### config.mk
export PLATFORM = sky130hd
export DESIGN_NAME = stump_mem_if
export DESIGN_NICKNAME = d
export VERILOG_FILES = /design/src/rtl/stump_mem_if.sv
export SDC_FILE = /design/constraint.sdc
export NUM_CORES = 1
export LEC_CHECK = 0
export CAP_MARGIN = 20
export CORE_MARGIN = 3
export CORE_UTILIZATION = 25
export CTS_CLUSTER_SIZE = 20
export DETAILED_ROUTE_END_ITERATION = 8
export HOLD_SLACK_MARGIN = 0.05
export PLACE_DENSITY = 0.53
export SLEW_MARGIN = 20
export SYNTH_ARGS = -nofsm -noshare
export SYNTH_HDL_FRONTEND = slang
export SYNTH_SLANG_ARGS = --single-unit
### constraint.sdc
create_clock -name clk -period 2.3 [get_ports clk]
set_input_delay 0.46 -clock clk [delete_from_list [all_inputs] [get_ports clk]]
set_output_delay 0.46 -clock clk [all_outputs]
set_load 0.01 [all_outputs]
### src/rtl/stump_mem_if.sv
`default_nettype none
// ============================================================================
// Module   : stump_mem_if
// Brief    : Stump memory bus interface: one req/ack transaction per control
//            strobe, holds IR/MDR, stalls control until completion.
//            Optional bus timeout abort enabled by STUMP_MEM_TIMEOUT_EN.
// Revision : 1.0 - initial release
// ============================================================================
module stump_mem_if #(
    parameter int TIMEOUT_CYCLES = 16
) (
    input  logic        clk,
    input  logic        rst,
    input  logic        fetch,
    input  logic        memory,
    input  logic        mem_ren,
    input  logic        mem_wen,
    input  logic [15:0] addr,
    input  logic [15:0] wdata,
    output logic        bus_req,
    output logic        bus_we,
    output logic [15:0] bus_addr,
    output logic [15:0] bus_wdata,
    input  logic [15:0] bus_rdata,
    input  logic        bus_ack,
    output logic [15:0] ir,
    output logic [15:0] mdr,
    output logic        stall,
    output logic        bus_err
);

    typedef enum logic [0:0] {
        IDLE = 1'b0,
        BUSY = 1'b1
    } state_t;

    localparam logic [7:0] c_TO_LAST = 8'(TIMEOUT_CYCLES - 1);

    if ((TIMEOUT_CYCLES < 2) || (TIMEOUT_CYCLES > 255)) begin : g_param_check
        $error("stump_mem_if: TIMEOUT_CYCLES must be in 2..255");
    end

    state_t      r_state;
    logic        r_bus_req;
    logic        r_bus_we;
    logic [15:0] r_bus_addr;
    logic [15:0] r_bus_wdata;
    logic        r_to_ir;
    logic [15:0] r_ir;
    logic [15:0] r_mdr;
    logic        w_strobe;
    logic        w_timeout;

    assign w_strobe = mem_ren | mem_wen;

`ifdef STUMP_MEM_TIMEOUT_EN
    logic [7:0] r_cnt;
    logic       r_bus_err;

    // An ack in the same cycle as the last allowed cycle still completes normally.
    assign w_timeout = (r_state == BUSY) && !bus_ack && (r_cnt == c_TO_LAST);
    assign bus_err   = r_bus_err;
`else
    assign w_timeout = 1'b0;
    assign bus_err   = 1'b0;
`endif

    always_ff @(posedge clk or posedge rst) begin
        if (rst) begin
            r_state     <= IDLE;
            r_bus_req   <= 1'b0;
            r_bus_we    <= 1'b0;
            r_bus_addr  <= 16'h0000;
            r_bus_wdata <= 16'h0000;
            r_to_ir     <= 1'b0;
            r_ir        <= 16'h0000;
            r_mdr       <= 16'h0000;
`ifdef STUMP_MEM_TIMEOUT_EN
            r_cnt       <= 8'd0;
            r_bus_err   <= 1'b0;
`endif
        end else begin
            case (r_state)
                IDLE: begin
                    if (w_strobe) begin
                        r_state     <= BUSY;
                        r_bus_req   <= 1'b1;
                        r_bus_we    <= mem_wen;
                        r_bus_addr  <= addr;
                        r_bus_wdata <= wdata;
                        r_to_ir     <= fetch;
`ifdef STUMP_MEM_TIMEOUT_EN
                        r_cnt       <= 8'd0;
`endif
                    end
                end
                BUSY: begin
                    if (bus_ack) begin
                        r_state   <= IDLE;
                        r_bus_req <= 1'b0;
                        if (!r_bus_we) begin
                            if (r_to_ir) r_ir  <= bus_rdata;
                            else         r_mdr <= bus_rdata;
                        end
                    end
`ifdef STUMP_MEM_TIMEOUT_EN
                    else if (w_timeout) begin
                        r_state   <= IDLE;
                        r_bus_req <= 1'b0;
                        r_bus_err <= 1'b1;
                        if (!r_bus_we) begin
                            if (r_to_ir) r_ir  <= 16'h0000;
                            else         r_mdr <= 16'h0000;
                        end
                    end else begin
                        r_cnt <= r_cnt + 8'd1;
                    end
`endif
                end
                default: r_state <= IDLE;
            endcase
        end
    end

    // Stall drops in the completing (or aborting) cycle so control advances on that edge.
    always_comb begin
        stall = 1'b0;
        if (r_state == IDLE) stall = w_strobe;
        else                 stall = !bus_ack && !w_timeout;
    end

    // memory is informational: kind is fully decided by fetch.
    logic w_unused;
    assign w_unused = memory;

    assign bus_req   = r_bus_req;
    assign bus_we    = r_bus_we;
    assign bus_addr  = r_bus_addr;
    assign bus_wdata = r_bus_wdata;
    assign ir        = r_ir;
    assign mdr       = r_mdr;

endmodule
`default_nettype wire

==> impl_metrics.yaml, run 1 <==
sta:
  grt_setup_unrepaired: "false"
  final.setup.worst_slack_ns: 0.0705
  setup_viol: 0
  fin_crit_sh_pct: 96.9
  tns_ns: 0
  min_period_ns: 2.23
  report.final.slew_viol_count: 0
  fmax_ghz: 0.449
  hold_viol: 0
  holdWs_ns: 0.472
  fin_skew_ns: 0.00720
clock_network:
  clock_latency_ns: 0.34
  cts_tree: "done"
  cts_setup_buffers: 0
  post_cts_resized: 0
  htreeDepth: 3
  postCtsHoldBufs: 0
  cts_num_sinks: 68
  clk_pin_slew_ns: 0.07
  clockBufferDepth: 2
  cts_inserted_buffers: 9
  cts_root_buf: "clkbuf_8"
power:
  peakVddDrop_uv: 455
  p_per_area_nw_per_um2: 1100
  p_leak_nw: 1.78
  power_mw: 4.66
logic_synthesis:
  synthesis.nets: 209
  synth-seq-area-share_pct: 63.8
  synth_area_um2: 2670
  avgSynthCellArea_um2: 17.3
  syn_inst: 154
  yosys_warnings: 0
  synth-seq-cells: 68
  ys_types: 17
die:
  rows: 37
  die_h_um: 109
  coreArea_um2: 10400
  start_util_pct: 25.7
  fp.dieW_um: 109
  dieArea_um2: 11900
  num_io_pins: 123
worst_setup_path:
  cp_max_fo: 4
  start_kind: "input port"
  cp.arrival_ns: 1.77
  cp-end-kind: "primary output"
  reg2reg_slack_ns: 0.87
  worstSetupPathType: "input port to primary output"
  crit_required_ns: 1.84
placed_design:
  place_congestion: 0.611
  dp.cells: 410
  dpl.hpwl_um: 4480
  place_worst_setup_slack_ns: 0.0506
  port_buffers: 120
routing:
  dr.pass1.iters: 2
  viasPerCell: 4.09
  vias: 1744
  drc_errors: 0
  final_antenna_net_count: 0
  drt-initial-drc-count: 23
  avgRoutedWirePerCell_um: 14.2
  drt_wl_total_um: 6070
global_routing:
  grt.overflow.total: 0
  antenna_found_initial: 0
  grt_max_degree: 38
  track_usage_pct: 10.5
  grt_pass1_vias: 1846
  grt_pass1_wl_um: 9540
final_layout:
  final_cells: 426
  num-fill-cells: 1026
  final_cell_mix: "120 x clkdlybuf4s50_1, 68 x dfrtp_1, 55 x mux2_2"
  drive_gt1_share_pct: 31.0
  nets: 340
  mostFrequentLayoutCell: "clkdlybuf4s50_1"
  antenna_cells: 0
  syn2layout_area_growth_pct: 59.4
status:
  outcome: "complete, no violations"
min_path:
  hold_class: "input port to async pin"
flow_run:
  maxCapViolCount: 0
[area by class of cell]
cell class                      count  area, µm²  area share (%)
Sequential cell                    68       1700            40.0
Clock buffer                       12        145            3.41
Tap cell                          136        170            4.00
Multi-Input combinational cell     76        870            20.4
Inverter                            2       7.51           0.177
Timing Repair Buffer              128       1290            30.2
Clock inverter                      4       72.6            1.71
[kinds of logic after synthesis]
family	share of synthesized area, %
flip-flops	63.8
multiplexers	28.8
buffers and inverters	3.89
AND/OR/NAND/NOR	2.20
AO/OA/AOI/OAI	1.13
other	0.141
[state kept, by name, indices dropped and copies added (netlist names)]
register,flops
bus_wdata,16
bus_addr,16
ir,16
r_to_ir,1
bus_we,1
mdr,16
bus_req,1
r_state,1
[critical path, stage by stage]
cell and delay, ns:
clkdlybuf4s50_1 0.49, a21oi_1 0.24, clkdlybuf4s50_1 0.58
[synthesized netlist by cell type]
| master | number | area, µm² |
|---|---|---|
| dfrtp_1 | 68 | 1700 |
| nand4b_4 | 1 | 23.8 |
| a22o_1 | 1 | 8.76 |
| buf_4 | 1 | 7.51 |
| mux2_2 | 55 | 619 |
| mux2_4 | 10 | 150 |
| buf_6 | 2 | 22.5 |
| clkbuf_8 | 3 | 41.3 |
| buf_2 | 1 | 5.00 |
| buf_12 | 1 | 20.0 |
| and4bb_1 | 1 | 12.5 |
| conb_1 | 1 | 3.75 |
| a21oi_1 | 2 | 10.0 |
| nand2b_1 | 2 | 12.5 |
| inv_1 | 2 | 7.51 |
| o21bai_2 | 1 | 11.3 |
| nor3_1 | 2 | 10.0 |
[worst paths after layout]
check | from | cells past startpoint | end
setup / recovery | bus_ack | 3 | stall
hold / removal | rst | 2 | mdr[3]
min in group clk | bus_wdata[8] | 1 | bus_wdata[8]
max in group asynchronous | rst | 3 | mdr[2]
hold reg to reg | bus_wdata[8] | 1 | bus_wdata[8]
setup reg to reg | r_state | 3 | mdr[13]
[power by group]
part	switching, mW	internal, mW
Clock	0.438	0.640
Sequential	0.216	1.62
Combinational	0.572	1.18
Total	1.23	3.43
[layer usage]
metal  global-route usage, %  up-vias  part of all wire (%)
met5                       0        -                     0
met4                    5.34        0                   2.1
li1                        -      799                     -
met3                    3.82       14                   9.0
met1                    12.7      864                    42
met2                    16.4       67                    47
[through the flow]
| stage | area [µm²] | util, % |
|---|---|---|
| CTS | 4250 | 41.0 |
| global placement | 4040 | 38.9 |
| floorplan | 2670 | - |
| detailed placement | 4040 | 38.9 |
| global route | 4250 | 41.0 |
| finish | 4250 | 41.0 |
Note: power is estimated with default switching activity, not from simulation.
==> run 2, diff against run 1 <==
--- a/config.mk
+++ b/config.mk
@@ -16,3 +16,4 @@
 export SYNTH_ARGS = -nofsm -noshare
 export SYNTH_HDL_FRONTEND = slang
 export SYNTH_SLANG_ARGS = --single-unit
+export TNS_END_PERCENT = 5
==> results of run 2 <==
Same layout as run 1: the final DEF is identical, and so are final timing and power.
==> run 3, diff against run 2 <==
--- a/config.mk
+++ b/config.mk
@@ -5,6 +5,7 @@
 export SDC_FILE = /design/constraint.sdc
 export NUM_CORES = 1
 export LEC_CHECK = 0
+export ABC_CLOCK_PERIOD_IN_PS = 2300
 export CAP_MARGIN = 20
 export CORE_MARGIN = 3
 export CORE_UTILIZATION = 25
==> constraint.sdc (replaced) <==
create_clock -name clk -period 2.3 [get_ports clk]
set_input_delay 0.69 -clock clk [delete_from_list [all_inputs] [get_ports clk]]
set_output_delay 0.69 -clock clk [all_outputs]
set_load 0.01 [all_outputs]
==> run 3 against run 2 <==
Effect of this change:
- global-route usage is 0.46 points higher
- wire length is 2.1% higher
- clock power hardly changed
- die area stayed put
- hold slack better by 0.034 ns
- core utilization is 0.37 points higher
- sequential power hardly changed
- sequential share of layout area is 0.36 points lower
- first-iteration DRC count is 35% higher
- worst setup slack better by 0.017 ns
- critical endpoint unchanged
==> impl_metrics.yaml, run 3 (same netlist as run 1, synthesis figures left out) <==
routing:
  avgRoutedWirePerCell_um: 14.5
  drc_errors: 0
  dr.pass1.iters: 4
  drt-initial-drc-count: 31
  drt_wl_total_um: 6200
  viasPerCell: 4.08
  final_antenna_net_count: 0
  vias: 1744
placed_design:
  place_worst_setup_slack_ns: -0.435
  port_buffers: 120
  place_area_um2: 4070
  dpl.hpwl_um: 4500
  place_congestion: 0.680
final_layout:
  stdcell_area_um2: 4290
  syn2layout_area_growth_pct: 60.9
  seqCellArea_um2: 1700
  drive_gt1_share_pct: 32.3
  multi_input_area_um2: 878
  num-fill-cells: 1021
  antenna_cells: 0
  nets: 341
  mostFrequentLayoutCell: "clkdlybuf4s50_1"
  final_cell_mix: "118 x clkdlybuf4s50_1, 68 x dfrtp_1, 55 x mux2_2"
status:
  outcome: "complete, no violations"
sta:
  worst_pin_slew_ns: 0.516
  slew-limit-headroom_pct: 65.5
  holdWs_ns: 0.506
  fin_skew_ns: 0.00513
  grt_setup_unrepaired: "false"
  final.setup.worst_slack_ns: 0.0878
  min_period_ns: 2.21
  setup_viol: 0
  hold_viol: 0
  fin_crit_sh_pct: 96.2
  report.final.slew_viol_count: 0
  fmax_ghz: 0.452
worst_setup_path:
  crit_path_max_incr_delay_ns: 0.50
  cp_max_fo: 2
  path_cells: "clkdlybuf4s50_1 > nor3_2 > a21oi_2 > buf_2"
  worstSetupPathType: "input port to primary output"
  critPathBufInv: 2
  critPathSlowestCell: "clkdlybuf4s50_1"
  cp-end-kind: "primary output"
  cp.arrival_ns: 1.52
  crit_required_ns: 1.61
  start_kind: "input port"
  path_delay_family: "buffers and inverters"
clock_network:
  postCtsHoldBufs: 0
  clockBufferDepth: 2
  clk_pin_slew_ns: 0.07
  cts_tree: "done"
  cts_num_sinks: 68
  clock_latency_ns: 0.33
  cts_root_buf: "clkbuf_8"
  cts_inserted_buffers: 9
  cts_setup_buffers: 0
  htreeDepth: 3
  post_cts_resized: 5
global_routing:
  grt.overflow.total: 0
  grt_use_met3_pct: 5.81
  grtUsageMet1_pct: 12.7
  busiest_layer: "met2"
  use_met2_pct: 16.4
  grt_pass1_wl_um: 9830
  antenna_found_initial: 0
  track_usage_pct: 10.9
  grt_max_degree: 34
  grt_pass1_vias: 1911
power:
  seq_power_share_pct: 39.2
  peakVddDrop_uv: 409
  p_sw_share_pct: 26.5
  p_leak_nw: 1.79
  comb_power_share_pct: 37.6
  clock_power_share_pct: 23.2
  power_mw: 4.68
  p_per_area_nw_per_um2: 1090
  power.switching_mw: 1.24
  p_int_mw: 3.44
die:
  num_io_pins: 123
  start_util_pct: 25.7
  die_h_um: 109
  dieArea_um2: 11900
  fp.dieW_um: 109
  coreArea_um2: 10400
  rows: 37
flow_run:
  maxCapViolCount: 0
min_path:
  hold_class: "register to register"
run 3: cell count changes in the layout (fill, tap and decap cells not counted):
cell             before  now
a21oi_1               2    1
a21oi_2               0    1
buf_12                2    4
buf_2                 0    1
buf_4                 6    5
clkdlybuf4s50_1     120  118
clkinvlp_4            1    2
dlygate4sd2_1         0    1
inv_2                 1    0
nor3_1                2    1
nor3_2                0    1
run 3: path summary, 6_finish.rpt:
| kind | slack (ns) | depth (start not counted) | start | endpoint |
|---|---|---|---|---|
| max in group asynchronous | 1.05 | 3 | rst | bus_wdata[6] |
| worst max register to register | 0.81 | 4 | r_state | mdr[12] |
| worst max-delay path | 0.09 | 4 | mem_ren | stall |
| worst min-delay path | 0.51 | 1 | ir[14] | ir[14] |
| min in group asynchronous | 0.74 | 2 | rst | bus_wdata[8] |
| worst min register to register | 0.51 | 1 | ir[14] | ir[14] |
run 3: layout make-up:
class / instances / share of cell area [%]
Clock buffer: 12 / 3.38
Clock inverter: 4 / 1.69
Inverter: 2 / 0.262
Multi-Input combinational cell: 76 / 20.5
Sequential cell: 68 / 39.7
Tap cell: 136 / 3.97
Timing Repair Buffer: 129 / 30.6
run 3: metrics by stage:
stage,utilization [%],TNS (ns),instances
global route,41.4,0,427
floorplan,-,0,154
finish,41.4,0,427
detailed placement,39.3,-0.435,411
global placement,39.3,-0.399,411
CTS,41.3,0,427
run 3: metal layers:
layer	vias to the layer above	share of wire [%]
met5	-	0
met4	0	1.6
met3	8	9.3
met2	68	46
met1	864	43
li1	804	-
run 3: power groups by stage:
| stage | sequential (mW) | clock (mW) | combinational [mW] |
|---|---|---|---|
| CTS | 1.84 | 1.15 | 1.79 |
| floorplan | 2.04 | 0 | 0.537 |
| global route | 1.89 | 1.20 | 1.89 |
| global placement | 1.85 | 0 | 1.78 |
| finish | 1.83 | 1.08 | 1.76 |
| detailed placement | 1.86 | 0 | 1.79 |
